## src/rtl/fpu_arbiter_if.sv

```systemverilog
// Client request/response and FPU-side signal bundle for fpu_arbiter.
// The arbiter uses the slave modport; clients and the FPU model use master.
interface fpu_arbiter_if #(
  parameter int NCLIENT = 4
);
  logic [NCLIENT-1:0]    req_valid;
  logic [3*NCLIENT-1:0]  req_op;
  logic [64*NCLIENT-1:0] req_opa;
  logic [64*NCLIENT-1:0] req_opb;
  logic [NCLIENT-1:0]    req_ack;
  logic [NCLIENT-1:0]    rsp_valid;
  logic [63:0]           rsp_data;
  logic                  rsp_err;
  logic                  busy;
  logic                  fpu_en;
  logic [2:0]            fpu_op;
  logic [63:0]           fpu_opa;
  logic [63:0]           fpu_opb;
  logic [1:0]            fpu_rmode;
  logic [63:0]           fpu_out;
  logic                  fpu_ready;
  logic [1:0]            dbg_state;

  // Handshake: a client holds req_valid and its operands until it sees its
  // one-cycle req_ack; rsp_valid is a one-cycle pulse to the granted client.
  modport slave (
    input  req_valid, req_op, req_opa, req_opb, fpu_out, fpu_ready,
    output req_ack, rsp_valid, rsp_data, rsp_err, busy,
           fpu_en, fpu_op, fpu_opa, fpu_opb, fpu_rmode, dbg_state
  );

  modport master (
    output req_valid, req_op, req_opa, req_opb, fpu_out, fpu_ready,
    input  req_ack, rsp_valid, rsp_data, rsp_err, busy,
           fpu_en, fpu_op, fpu_opa, fpu_opb, fpu_rmode, dbg_state
  );
endinterface

```

## src/rtl/fpu_arbiter.sv

```systemverilog
// Round-robin arbiter time-sharing one FPU between NCLIENT requesters.
// Optional wait timeout with qNaN error response: define FPU_ARB_TIMEOUT_EN.
module fpu_arbiter #(
  parameter int NCLIENT = 4,
  parameter int EN_HOLD = 7,
  parameter int TIMEOUT = 64
) (
  input  logic         clk,
  input  logic         rst,
  fpu_arbiter_if.slave bus
);
  localparam int IDX_W = $clog2(NCLIENT);
  localparam logic [NCLIENT-1:0] ONE_HOT0 = {{(NCLIENT-1){1'b0}}, 1'b1};

  if (NCLIENT < 2 || NCLIENT > 8 || EN_HOLD < 1 || EN_HOLD > 15 ||
      TIMEOUT < 1 || TIMEOUT > 255) begin : g_bad_params
    $error("fpu_arbiter: parameter out of range");
  end

  typedef enum logic [1:0] {
    S_IDLE  = 2'd0,
    S_ISSUE = 2'd1,
    S_WAIT  = 2'd2
  } state_t;

  state_t             r_state;
  state_t             w_next_state;
  logic [IDX_W-1:0]   r_last_grant;
  logic [IDX_W-1:0]   r_gnt_idx;
  logic [3:0]         r_hold_cnt;
  logic [NCLIENT-1:0] r_ack;
  logic [NCLIENT-1:0] r_rsp_valid;
  logic [63:0]        r_rsp_data;
  logic [2:0]         r_fpu_op;
  logic [63:0]        r_fpu_opa;
  logic [63:0]        r_fpu_opb;

  logic               w_found;
  logic [IDX_W-1:0]   w_idx;
  logic [IDX_W-1:0]   w_try;
  logic               w_grant;
  logic               w_done;
  logic               w_expire;
  logic               w_fpu_en;
  logic               w_busy;

  logic [2:0]  w_op_arr  [NCLIENT];
  logic [63:0] w_opa_arr [NCLIENT];
  logic [63:0] w_opb_arr [NCLIENT];

  for (genvar gi = 0; gi < NCLIENT; gi++) begin : g_unpack
    assign w_op_arr[gi]  = bus.req_op[3*gi +: 3];
    assign w_opa_arr[gi] = bus.req_opa[64*gi +: 64];
    assign w_opb_arr[gi] = bus.req_opb[64*gi +: 64];
  end

  // Search starts one past the last grant so every requester is reached
  // within NCLIENT grants.
  always_comb begin : rr_select
    w_found = 1'b0;
    w_idx   = '0;
    w_try   = r_last_grant;
    for (int k = 0; k < NCLIENT; k++) begin
      w_try = (w_try == IDX_W'(NCLIENT - 1)) ? '0 : w_try + IDX_W'(1);
      if (!w_found && bus.req_valid[w_try]) begin
        w_found = 1'b1;
        w_idx   = w_try;
      end
    end
  end

`ifdef FPU_ARB_TIMEOUT_EN
  localparam logic [7:0]  TO_LAST = 8'(TIMEOUT - 1);
  localparam logic [63:0] QNAN    = 64'h7FF8_0000_0000_0000;
  logic [7:0] r_wait_cnt;
  logic       r_rsp_err;
  assign w_expire = (r_state == S_WAIT) && !bus.fpu_ready && (r_wait_cnt == TO_LAST);
  assign bus.rsp_err = r_rsp_err;
`else
  assign w_expire    = 1'b0;
  assign bus.rsp_err = 1'b0;
`endif

  always_ff @(posedge clk) begin : state_reg
    if (rst) r_state <= S_IDLE;
    else     r_state <= w_next_state;
  end

  always_comb begin : next_state
    w_next_state = r_state;
    case (r_state)
      S_IDLE:  if (w_found) w_next_state = S_ISSUE;
      S_ISSUE: if (r_hold_cnt == 4'd0) w_next_state = S_WAIT;
      S_WAIT:  if (bus.fpu_ready || w_expire) w_next_state = S_IDLE;
      default: w_next_state = S_IDLE;
    endcase
  end

  // fpu_ready only counts in S_WAIT, which hides a ready left over from the
  // previous operation while the new one is still being issued.
  always_comb begin : output_decode
    w_grant  = 1'b0;
    w_done   = 1'b0;
    w_fpu_en = 1'b0;
    w_busy   = 1'b0;
    case (r_state)
      S_IDLE:  w_grant = w_found;
      S_ISSUE: begin
        w_fpu_en = 1'b1;
        w_busy   = 1'b1;
      end
      S_WAIT:  begin
        w_busy = 1'b1;
        w_done = bus.fpu_ready;
      end
      default: ;
    endcase
  end

  always_ff @(posedge clk) begin : datapath
    if (rst) begin
      r_last_grant <= IDX_W'(NCLIENT - 1);
      r_gnt_idx    <= '0;
      r_hold_cnt   <= 4'd0;
      r_ack        <= '0;
      r_rsp_valid  <= '0;
      r_rsp_data   <= 64'd0;
      r_fpu_op     <= 3'd0;
      r_fpu_opa    <= 64'd0;
      r_fpu_opb    <= 64'd0;
    end else begin
      r_ack       <= '0;
      r_rsp_valid <= '0;
      if (w_grant) begin
        r_ack        <= ONE_HOT0 << w_idx;
        r_gnt_idx    <= w_idx;
        r_last_grant <= w_idx;
        r_fpu_op     <= w_op_arr[w_idx];
        r_fpu_opa    <= w_opa_arr[w_idx];
        r_fpu_opb    <= w_opb_arr[w_idx];
        r_hold_cnt   <= 4'(EN_HOLD - 1);
      end else if (r_state == S_ISSUE && r_hold_cnt != 4'd0) begin
        r_hold_cnt <= r_hold_cnt - 4'd1;
      end
      if (w_done) begin
        r_rsp_data  <= bus.fpu_out;
        r_rsp_valid <= ONE_HOT0 << r_gnt_idx;
      end
`ifdef FPU_ARB_TIMEOUT_EN
      if (w_expire) begin
        r_rsp_data  <= QNAN;
        r_rsp_valid <= ONE_HOT0 << r_gnt_idx;
      end
`endif
    end
  end

`ifdef FPU_ARB_TIMEOUT_EN
  always_ff @(posedge clk) begin : timeout_reg
    if (rst) begin
      r_wait_cnt <= 8'd0;
      r_rsp_err  <= 1'b0;
    end else begin
      r_rsp_err <= w_expire;
      if (r_state != S_WAIT)   r_wait_cnt <= 8'd0;
      else if (!bus.fpu_ready) r_wait_cnt <= r_wait_cnt + 8'd1;
    end
  end
`endif

  assign bus.req_ack   = r_ack;
  assign bus.rsp_valid = r_rsp_valid;
  assign bus.rsp_data  = r_rsp_data;
  assign bus.busy      = w_busy;
  assign bus.fpu_en    = w_fpu_en;
  assign bus.fpu_op    = r_fpu_op;
  assign bus.fpu_opa   = r_fpu_opa;
  assign bus.fpu_opb   = r_fpu_opb;
  assign bus.fpu_rmode = 2'b00;
  assign bus.dbg_state = r_state;
endmodule

```

## src/flat_wrapper.sv

```systemverilog
// flat-port wrapper written by rule: the top's interface ports become plain ports
module fpu_arbiter_flat 
#(
  parameter int NCLIENT = 4,
  parameter int EN_HOLD = 7,
  parameter int TIMEOUT = 64
)
  (clk, rst, bus_req_valid, bus_req_op, bus_req_opa, bus_req_opb, bus_fpu_out, bus_fpu_ready, bus_req_ack, bus_rsp_valid, bus_rsp_data, bus_rsp_err, bus_busy, bus_fpu_en, bus_fpu_op, bus_fpu_opa, bus_fpu_opb, bus_fpu_rmode, bus_dbg_state);
  fpu_arbiter_if #(.NCLIENT(NCLIENT)) bus_i ();
  input  logic clk;
  input  logic rst;
  input wire logic [$bits(bus_i.req_valid)-1:0] bus_req_valid;
  input wire logic [$bits(bus_i.req_op)-1:0] bus_req_op;
  input wire logic [$bits(bus_i.req_opa)-1:0] bus_req_opa;
  input wire logic [$bits(bus_i.req_opb)-1:0] bus_req_opb;
  input wire logic [$bits(bus_i.fpu_out)-1:0] bus_fpu_out;
  input wire logic [$bits(bus_i.fpu_ready)-1:0] bus_fpu_ready;
  output wire logic [$bits(bus_i.req_ack)-1:0] bus_req_ack;
  output wire logic [$bits(bus_i.rsp_valid)-1:0] bus_rsp_valid;
  output wire logic [$bits(bus_i.rsp_data)-1:0] bus_rsp_data;
  output wire logic [$bits(bus_i.rsp_err)-1:0] bus_rsp_err;
  output wire logic [$bits(bus_i.busy)-1:0] bus_busy;
  output wire logic [$bits(bus_i.fpu_en)-1:0] bus_fpu_en;
  output wire logic [$bits(bus_i.fpu_op)-1:0] bus_fpu_op;
  output wire logic [$bits(bus_i.fpu_opa)-1:0] bus_fpu_opa;
  output wire logic [$bits(bus_i.fpu_opb)-1:0] bus_fpu_opb;
  output wire logic [$bits(bus_i.fpu_rmode)-1:0] bus_fpu_rmode;
  output wire logic [$bits(bus_i.dbg_state)-1:0] bus_dbg_state;
  assign bus_i.req_valid = bus_req_valid;
  assign bus_i.req_op = bus_req_op;
  assign bus_i.req_opa = bus_req_opa;
  assign bus_i.req_opb = bus_req_opb;
  assign bus_i.fpu_out = bus_fpu_out;
  assign bus_i.fpu_ready = bus_fpu_ready;
  assign bus_req_ack = bus_i.req_ack;
  assign bus_rsp_valid = bus_i.rsp_valid;
  assign bus_rsp_data = bus_i.rsp_data;
  assign bus_rsp_err = bus_i.rsp_err;
  assign bus_busy = bus_i.busy;
  assign bus_fpu_en = bus_i.fpu_en;
  assign bus_fpu_op = bus_i.fpu_op;
  assign bus_fpu_opa = bus_i.fpu_opa;
  assign bus_fpu_opb = bus_i.fpu_opb;
  assign bus_fpu_rmode = bus_i.fpu_rmode;
  assign bus_dbg_state = bus_i.dbg_state;
  fpu_arbiter #(.NCLIENT(NCLIENT), .EN_HOLD(EN_HOLD), .TIMEOUT(TIMEOUT)) u_core (.clk(clk), .rst(rst), .bus(bus_i));
endmodule
```

## config.mk

```make
export PLATFORM = sky130hd
export DESIGN_NAME = fpu_arbiter_flat
export DESIGN_NICKNAME = d
export VERILOG_FILES = /design/src/rtl/fpu_arbiter_if.sv /design/src/rtl/fpu_arbiter.sv /design/src/flat_wrapper.sv
export SDC_FILE = /design/constraint.sdc
export NUM_CORES = 1
export LEC_CHECK = 0
export BUFFER_PORTS_ARGS = -buffer_cell sky130_fd_sc_hd__buf_2
export CORE_AREA = 2 2 312 314
export DETAILED_ROUTE_END_ITERATION = 7
export DIE_AREA = 0 0 314 316
export GPL_TIMING_DRIVEN = 0
export PLACE_DENSITY = 0.3
export REMOVE_ABC_BUFFERS = 1
export SKIP_LAST_GASP = 1
export SLEW_MARGIN = 0
export SYNTH_ARGS = -nofsm -noshare
export SYNTH_HDL_FRONTEND = slang
export SYNTH_SLANG_ARGS = --single-unit
```

## constraint.sdc

```tcl
create_clock -name clk -period 9.2 [get_ports clk]
set_input_delay 2.76 -clock clk [delete_from_list [all_inputs] [get_ports clk]]
set_output_delay 2.76 -clock clk [all_outputs]
set_load 0.03 [all_outputs]
```

# Yosys cells after proc, flatten, opt, wreduce, memory -nomap -nowiden
# Index checks and enable logic that the tools add are counted.
# op_classes
addsub,5
order_cmp,5
eq_ne,9
shift,2
mux,39
n_bitwise,3
n_reduce_logical,16
# ops
cell,count
binary-select mux 64 bit (select 2 bit),2
two-way mux 64 bit,4
two-way mux 2 bit,11
less-than comparator 2 x 3 -> 1 bit (second input constant),4
two-way mux 1 bit,12
two-way mux 3 bit,4
== test 2 bit (second input constant),5
adder 2 x 1 -> 2 bit (second input constant),4
binary-select mux 1 bit (select 2 bit),4
OR reduction 2 bit,4
left shift 1 x 2 -> 4 bit (first input constant),2
binary-select mux 3 bit (select 2 bit),1
one-hot mux 2 bit (3 select lines),1
logical AND 1 bit,4
logical NOT 4 bit,1
inequality test 2 x 1 -> 1 bit (second input constant),2
nonzero test 4 bit,1
subtractor 4 x 1 -> 4 bit (second input constant),1
greater-or-equal comparator 3 bit (second input constant),1
logical NOT 1 bit,3
inverter 2 -> 3 bit,1
AND reduction 3 bit,1
== test 2 x 1 -> 1 bit (second input constant),1
logical NOT 2 bit,1
other kinds (3),4
# totals
regBits,213
input_bits,595
out_inout_bits,210

# Longest topological paths before layout
# Gate-level depths: netlist of run 1.
# depth
ltp_word,18
mapped_depth,11

# Least setup slack after synthesis of run 1
# OpenSTA, ideal clock, no wires.
# synth_path
path_type,in2reg
from,input bus_req_valid[2]
to,"register u_core.r_fpu_opa[10], in the netlist u_core.bus.fpu_opa[10]"
arrival_ns,4.931
slack_ns,4.190
stages,11
path_cell_list,buf_2 -> nor2_1 -> or4_1 -> a221o_1 -> or3_1 -> buf_2 -> nor3_4 -> buf_2 -> buf_4 -> a22oi_1 -> o211ai_1
# synth_between
elab_chain_cells,16
# synth_lines
item,line,source
from (decl),flat_wrapper.sv:12,input wire logic [$bits(bus_i.req_valid)-1:0] bus_req_valid;
binary-select mux 1 bit (select 2 bit),fpu_arbiter.sv:65,if (!w_found && bus.req_valid[w_try]) begin
two-way mux 1 bit (implied by the code),fpu_arbiter.sv:65,
two-way mux 1 bit,fpu_arbiter.sv:65,
logical NOT 1 bit,fpu_arbiter.sv:65,
logical AND 1 bit,fpu_arbiter.sv:65,
two-way mux 1 bit,fpu_arbiter.sv:65,
logical NOT 1 bit,fpu_arbiter.sv:65,
logical AND 1 bit,fpu_arbiter.sv:65,
two-way mux 1 bit,fpu_arbiter.sv:65,
logical NOT 1 bit,fpu_arbiter.sv:65,
logical AND 1 bit,fpu_arbiter.sv:65,
two-way mux 2 bit,fpu_arbiter.sv:65,
inverter 2 -> 3 bit (implied by the code),fpu_arbiter.sv:139,r_fpu_opa <= w_opa_arr[w_idx];
binary-select mux 64 bit (select 2 bit),fpu_arbiter.sv:139,
two-way mux 64 bit (implied by the code) (2 in a row),fpu_arbiter.sv:139,
to (signal assigned),fpu_arbiter.sv:139,
to (decl),fpu_arbiter.sv:35,logic [63:0] r_fpu_opa;
# Several ways; a longest one is shown, not always the timed one. The select of a mux whose other input is x is not followed.
# A chain may end at the register's enable or synchronous reset.

# Worst setup path after layout of run 1
# layout_path
from,input bus_req_valid[1]
to,"register u_core.r_fpu_opb[51], in the netlist u_core.bus.fpu_opb[51]"
# layout_between
elab_chain_cells,16
# layout_lines
item,line,source
binary-select mux 1 bit (select 2 bit),fpu_arbiter.sv:65,
two-way mux 1 bit (implied by the code),fpu_arbiter.sv:65,
two-way mux 1 bit,fpu_arbiter.sv:65,
logical NOT 1 bit,fpu_arbiter.sv:65,
logical AND 1 bit,fpu_arbiter.sv:65,
two-way mux 1 bit,fpu_arbiter.sv:65,
logical NOT 1 bit,fpu_arbiter.sv:65,
logical AND 1 bit,fpu_arbiter.sv:65,
two-way mux 1 bit,fpu_arbiter.sv:65,
logical NOT 1 bit,fpu_arbiter.sv:65,
logical AND 1 bit,fpu_arbiter.sv:65,
two-way mux 2 bit,fpu_arbiter.sv:65,
inverter 2 -> 3 bit (implied by the code),fpu_arbiter.sv:140,r_fpu_opb <= w_opb_arr[w_idx];
binary-select mux 64 bit (select 2 bit),fpu_arbiter.sv:140,
two-way mux 64 bit (implied by the code) (2 in a row),fpu_arbiter.sv:140,
to (signal assigned),fpu_arbiter.sv:140,
to (decl),fpu_arbiter.sv:36,logic [63:0] r_fpu_opb;
# Several ways; a longest one is shown, not always the timed one. The select of a mux whose other input is x is not followed.

==> run metrics, run 1 <==
status=completed; CP max FO=36; FF+latch count, synth=213; routability cong.=0.811; Slew HR=36.9%; clk_lat worst skew=0.60 ns; critical path's slowest cell=nor3_4; cts bufs inserted=30; Syn-to-layout area delta=68.1%; grt total ovfl=0; Final Cell Area=16,700 sq um; row cnt=114; drt first pass iters=4; Die ar.=99,200 sq um; vias in the first global route=approximately 12,000; most frequent cells in the layout=800 x buf_2, 269 x nand2_1, 213 x dfxtp_1, 166 x mux2i_1, 100 x o211ai_1; Syn Inst Count=1,112; largest net degree at the start of global routing=77; fin crit share=64.1%; Root Buffer=clkbuf_16; crit path kind=input port to flop; CTS Hold Bufs=0; Setup crit end kind=flop; Clock Tree Buf Depth=3; most used cell along the critical path=buf_8; Comb power frac=52.8%; Critical Path, Cell by Cell=buf_2 -> or4_1 -> a221o_1 -> or3_2 -> nor3_4 -> buf_8 -> buf_8 -> buf_16 -> a22oi_1 -> o211ai_1; average cell area after synthesis=8.93 sq um; fin crit period=5.89 ns; CTS sink count=213; # port buffers=between 800 and 900; library cells used by synthesis=38; DR iter-0 viols=roughly 460; pwr dens=320 nW/um^2; CTS tree=done; Primary FF master, synth=dfxtp_1; core area=96,000 sq um; worst hold path type=flop to flop; WP data arrival=approximately 6.4 ns; commonest non-fill, non-tap cell in the layout=buf_2; drt wl/cell=~18 um; cell area after synthesis=9930 sq um; RSZ-0062 raised after global routing=no; Post-synth EDFFs=0; P_int=between 3 and 4 mW; P_leak=7.91 nW; hpwl dp=46,600 um; Max Clock Skew=about 0.032 ns; DRT antenna net count=0; worst setup slack after layout=roughly 3.3 ns; dpl ws=2.63 ns; Worst R2R Setup Slack=roughly 4.8 ns; Placed Instances=3,115; Tightest Pin Transition=0.944 ns; global-route wire length before repair=roughly 80,000 um; Initial Util=10.3%; Sw Pwr=2.33 mW; sequential-to-total area share from yosys stat=42.9%; Max Fclk=0.170 GHz; Data required, critical path=between 9 and 10 ns; Worst VDD drop=approximately 0.18 mV; DRT Wirelength=57,000 um; Reg clk slew, reported paths=0.06 ns; Sw Share=43.5%; final setup violation count=0; Hold Vio Cnt, Final=0; CP peak stage delay=0.89 ns; vias=11,500; share of cells above drive strength 1=46.5%; global router's overall resource usage=10.7%; number of max-cap violations=0; io pins=approximately 800; H-tree levels=1; drt via density=approximately 3.6; chip width=314 um; startpoint types=input port; YS warnings=0; Final Non-Filler Cells=between 3,000 and 4,000; Clk network pwr share=23.1%; Resized Gates After CTS=0; antenna violations before repair=27; final core occ=17.4%; placed cell area=15,600 sq um; Nets=2,472; share of power burned in registers=between 20% and 30%; asr flop ratio synth=0%; DRC=0; Die Y=~320 um; Final Max Slew Viols=0; Setup Fix Bufs, Post-CTS=0
-- layout make-up --
type | instances | area (sq um)
Timing Repair Buffer | 821 | 4450
Sequential cell | 213 | 4260
Multi-Input combinational cell | 797 | 5300
Antenna cell | 5 | 12.5
Clock buffer | 42 | 877
Clock inverter | 10 | 159
Tap cell | 1276 | 1600
Fill cell | 10900 | 79300
Inverter | 8 | 30.0
-- synth_stat cells (all sizes together), types with 2 or more instances --
cell type  instances  area share (%)
o221ai            33             2.9
nand2b             2            0.13
xnor2              3            0.26
buf               29             1.5
dfxtp            213              43
nor2              10            0.38
nor4               3            0.19
clkbuf            67             2.5
nor4b              2            0.18
o211ai           100             7.6
and2               2            0.13
and4b              2            0.20
ha                 6            0.76
a311oi             2            0.18
inv                8            0.30
a22oi             99             7.5
xor2               2            0.18
nand2            272              10
a21oi             73             3.8
nor3               2            0.21
or3                2            0.13
nor2b              2            0.13
o21a               2            0.15
mux2i            166              17
-- worst max-delay path: cells and delay by family --
kind                   cells  cell delay, ns
and+or+nand+nor            3            2.20
buffers and inverters      4            0.81
AOI/OAI and AO/OA          3            0.57
-- path summary, 6_finish.rpt --
| path | depth (start not counted) | to | from |
|---|---|---|---|
| worst max-delay path | 10 | u_core.bus.fpu_opb[51] | bus_req_valid[1] |
| worst min-delay path | 2 | u_core.bus.rsp_data[44] | u_core.bus.rsp_data[44] |
| worst max register to register | 11 | u_core.bus.fpu_opb[51] | u_core.r_last_grant[0] |
| worst min register to register | 2 | u_core.bus.rsp_data[44] | u_core.bus.rsp_data[44] |
-- layer usage --
| layer | track usage (%) | share of wire [%] | vias to the layer above |
|---|---|---|---|
| met1 | 11.6 | 37 | 5288 |
| li1 | - | - | 5593 |
| met4 | 3.04 | 2.4 | 10 |
| met2 | 19.4 | 50 | 559 |
| met3 | 4.01 | 9.9 | 83 |
| met5 | 0 | 0.12 | - |
-- stage by stage --
step                TNS [ns]  hold WS (ns)  total power, mW
floorplan                  0         0.444             3.39
global placement     -695.28         0.440             4.18
detailed placement         0         0.443             4.19
CTS                        0         0.452             5.48
global route               0         0.465             5.69
finish                     0         0.450             5.35
-- logic make-up (layout without fill, tap and decap cells) --
| group | count (synthesis) | count (layout) | synth area share (%) |
|---|---|---|---|
| AO/OA/AOI/OAI | 313 | 313 | 22.5 |
| XOR/XNOR | 5 | 5 | 0.441 |
| adder cells (fa/ha/maj) | 6 | 6 | 0.756 |
| buffers and inverters | 104 | 881 | 4.32 |
| flip-flops | 213 | 213 | 42.9 |
| multiplexers | 166 | 166 | 16.7 |
| other | 1 | 8 | 0.0378 |
| AND/OR/NAND/NOR | 304 | 304 | 12.3 |
-- power groups by stage --
stage / clock network [mW] / logic [mW] / registers (mW)
floorplan: 0 / 1.68 / 1.71
global route: 1.34 / 3.04 / 1.32
finish: 1.24 / 2.82 / 1.29
global placement: 0 / 2.87 / 1.31
CTS: 1.30 / 2.89 / 1.29
detailed placement: 0 / 2.89 / 1.30
-- flip-flops by register name, summed over array words and instances, names as in the netlist, 3 cells and up --
register	flops
u_core.bus.fpu_op	3
u_core.bus.fpu_opa	64
u_core.bus.fpu_opb	64
u_core.bus.req_ack	4
u_core.bus.rsp_data	64
u_core.bus.rsp_valid	4
u_core.r_hold_cnt	4
(Power assumes the default switching activity.)
==> run 2, diff against run 1 <==
ABC_AREA = 1   (was unset)
CORE_AREA = 2 2 318 320   (was 2 2 312 314)
DIE_AREA = 0 0 320 322   (was 0 0 314 316)
clock period = 5.3 ns   (was 9.2 ns; I/O delays follow)
==> run 2 against run 1 <==
  * First-iteration DRC count grew 50%
  * Via count grew 36%
  * Combinational power grew to 3.0 times the previous value
  * Register-to-register slack lost 3.5 ns
  * Area after synthesis increased by 26%
  * Die area is 3.8% higher
  * Final cell count rose by 29%
  * Total power rose by 140%
  * Global-route usage is 2.4 points higher
  * Routed wire length rose by 24%
  * Critical path type unchanged
  * Highest routed layer unchanged
==> run metrics, run 2 <==
final core occ=18.9% (+1.6 points); Critical Path, Cell by Cell=buf_2 -> inv_1 -> o21ai_0 -> nand2_1 -> nand2_2 -> nor2_4 -> o21ai_1 -> nand2_1 -> nand2_4 -> clkinv_8 -> nor2_4 -> buf_12 -> buf_12 -> buf_16 -> nand2_1 -> nand3_1; sequential-to-total area share from yosys stat=34.1% (-8.9 points); chip width=320 um (+1.9%); DR iter-0 viols=687 (+50%); asr flop ratio synth=0% (unchanged); Hold WS=0.447 ns (-0.00370 ns); cts bufs inserted=30 (unchanged); drt via density=3.84 (+5.6%); io pins=805 (unchanged); H-tree levels=1 (unchanged); Hold Vio Cnt, Final=0 (unchanged); routability cong.=0.739 (-9.0%); startpoint types=input port; hpwl dp=51,300 um (+10%); fin crit period=4.31 ns; Max Fclk=between 0.2 and 0.25 GHz; CTS tree=done; Nets=3,368 (+36%); antenna violations before repair=32 (+19%); Total Power=12.9 mW (+140%); Die ar.=103,000 sq um (+3.8%); row cnt=116 (+1.8%); drt wl/cell=17.3 um (-3.8%); share of cells above drive strength 1=31.8% (-15 points); Setup crit end kind=flop; global-route wire length before repair=103,000 um (+30%); setup total negative slack=0 ns (unchanged); synth top area cells=dfxtp_1 34%, nand2_1 23%, nand3_1 12%, inv_1 5.8%, nand4_1 5.8%; Initial Util=12.6% (+2.2 points); worst hold path type=flop to flop; Yosys top cell by area=dfxtp_1; status=completed; CTS Hold Bufs=0 (unchanged); drt first pass iters=5 (+1); Data required, critical path=5.84 ns (-3.86 ns); largest net degree at the start of global routing=134 (+74%); Primary FF master, synth=dfxtp_1; Die Y=322 um (+1.9%); P_leak=10.2 nW (+29%); Root Buffer=clkbuf_16; cell area after synthesis=12,500 sq um (+26%); Tightest Pin Transition=0.880 ns (-0.0640 ns); final setup violation count=0 (unchanged); Syn-to-layout area delta=50.7%; DRT antenna net count=0 (unchanged); top post-synthesis cells by count=763 x nand2_1, 304 x nand3_1, 213 x dfxtp_1; top-area cell type share of the netlist area=34.1% (-8.9 points); critical path's slowest cell=nor2_4; average cell area after synthesis=6.03 sq um (-32%); CP max FO=133 (+270%); count leader, synth=nand2_1; clk_lat worst skew=0.62 ns (+0.02 ns); Slew HR=41.3% (+4.4 points); DRC=0 (unchanged); grt total ovfl=0 (unchanged); core area=99,600 sq um (+3.7%); footprint of the multi-input gates=6690 sq um (+26%); CP peak stage delay=0.61 ns (-0.28 ns); Clock Tree Buf Depth=3 (unchanged); pwr dens=682 nW/um^2 (+110%); global router's overall resource usage=13.1% (+2.4 points); commonest non-fill, non-tap cell in the layout=buf_2; vias=15,700 (+36%); library cells used by synthesis=32 (-16%); Resized Gates After CTS=0 (unchanged); Worst VDD drop=0.829 mV (+360%); # port buffers=801 (unchanged); number of max-cap violations=0 (unchanged); FF+latch count, synth=213 (unchanged); YS warnings=0 (unchanged); Syn Inst Count=2,075 (+87%); Post-synth EDFFs=0 (unchanged); Max Clock Skew=0.0188 ns (-0.0131 ns); register area=4260 sq um (unchanged); CTS sink count=213 (unchanged); crit path kind=input port to flop; Setup Fix Bufs, Post-CTS=0 (unchanged); most frequent cells in the layout=801 x buf_2, 762 x nand2_1, 304 x nand3_1, 213 x dfxtp_1, 193 x inv_1; fin crit share=about four fifths; most used cell along the critical path=nand2_1; Final Max Slew Viols=0 (unchanged); vias in the first global route=15,800 (+34%); RSZ-0062 raised after global routing=no; DRT Wirelength=70,800 um (+24%); Fill cells=11,800 (+8.4%); WP data arrival=4.86 ns (-1.54 ns); Reg clk slew, reported paths=0.06 ns (about the same)
-- run 2: cell count changes after synthesis, moves of 99 or more --
cell | previous run | this run
inv_1 | 8 | 194
mux2i_1 | 166 | 0
o211ai_1 | 100 | 1
nand3_1 | 1 | 304
nand4_1 | 0 | 116
nand2_1 | 272 | 763
nor2_1 | 10 | 139
-- run 2: worst paths after layout --
check	start	end	slack (ns)	depth (start not counted)
setup / recovery	bus_req_valid[1]	u_core.bus.fpu_opb[27]	0.99	16
hold / removal	u_core.bus.fpu_opa[62]	u_core.bus.fpu_opa[62]	0.45	2
setup reg to reg	u_core.r_last_grant[0]	u_core.bus.fpu_opb[27]	1.24	15
hold reg to reg	u_core.bus.fpu_opa[62]	u_core.bus.fpu_opa[62]	0.45	2
-- run 2: through the flow --
stage                     std cells  worst slack [ns]  cell area [sq um]
after floorplan                1915             -1.99              11700
after global routing           4094             0.631              18900
after global placement         4014             -8.04              17300
after detailed placement       4033             0.163              17800
after CTS                      4086             0.823              18800
final                          4099             0.986              18900
-- run 2: critical path: cells and delay by family --
kind / cells / cell delay (ns)
buffers and inverters: 6 / 1.26
AND/OR/NAND/NOR: 8 / 1.45
AO/OA/AOI/OAI: 2 / 0.31
-- run 2: cell type report --
type | instances | share of cell area, %
diodes | 13 | 0.172
multi-input cells | 1501 | 35.5
repair buffers | 820 | 23.8
clock inverters | 9 | 0.783
inverters | 201 | 4.14
clock buffers | 44 | 4.42
well taps | 1298 | 8.61
flip-flops and latches | 213 | 22.6
-- run 2: logic make-up (layout without fill, tap and decap cells) --
kind of cell,count (synthesis),in the layout,share of synthesized area (%)
and+or+nand+nor,1341,1341,46.4
buffers and inverters,363,1074,12.8
DFF,213,213,34.1
AOI/OAI and AO/OA,150,150,6.05
adders and majority gates,6,6,0.600
other,1,16,0.0300
xor gates and xnor gates,1,1,0.0700
-- run 2: routing by layer --
metal  GRT usage [%]  vias to the layer above  wire [um]
met3            4.24                      113       5780
met1            14.9                     7017      28900
met4            3.95                       30       1810
li1                -                     8019          -
met5               0                        -        169
met2            23.2                      560      34100
-- run 2: report_power, final --
part           switching, mW  internal (mW)  leakage [nW]
Combinational           6.06           2.48          7.97
Sequential             0.187           2.05          1.75
Clock                  0.865           1.23         0.474
Total                   7.11           5.76          10.2
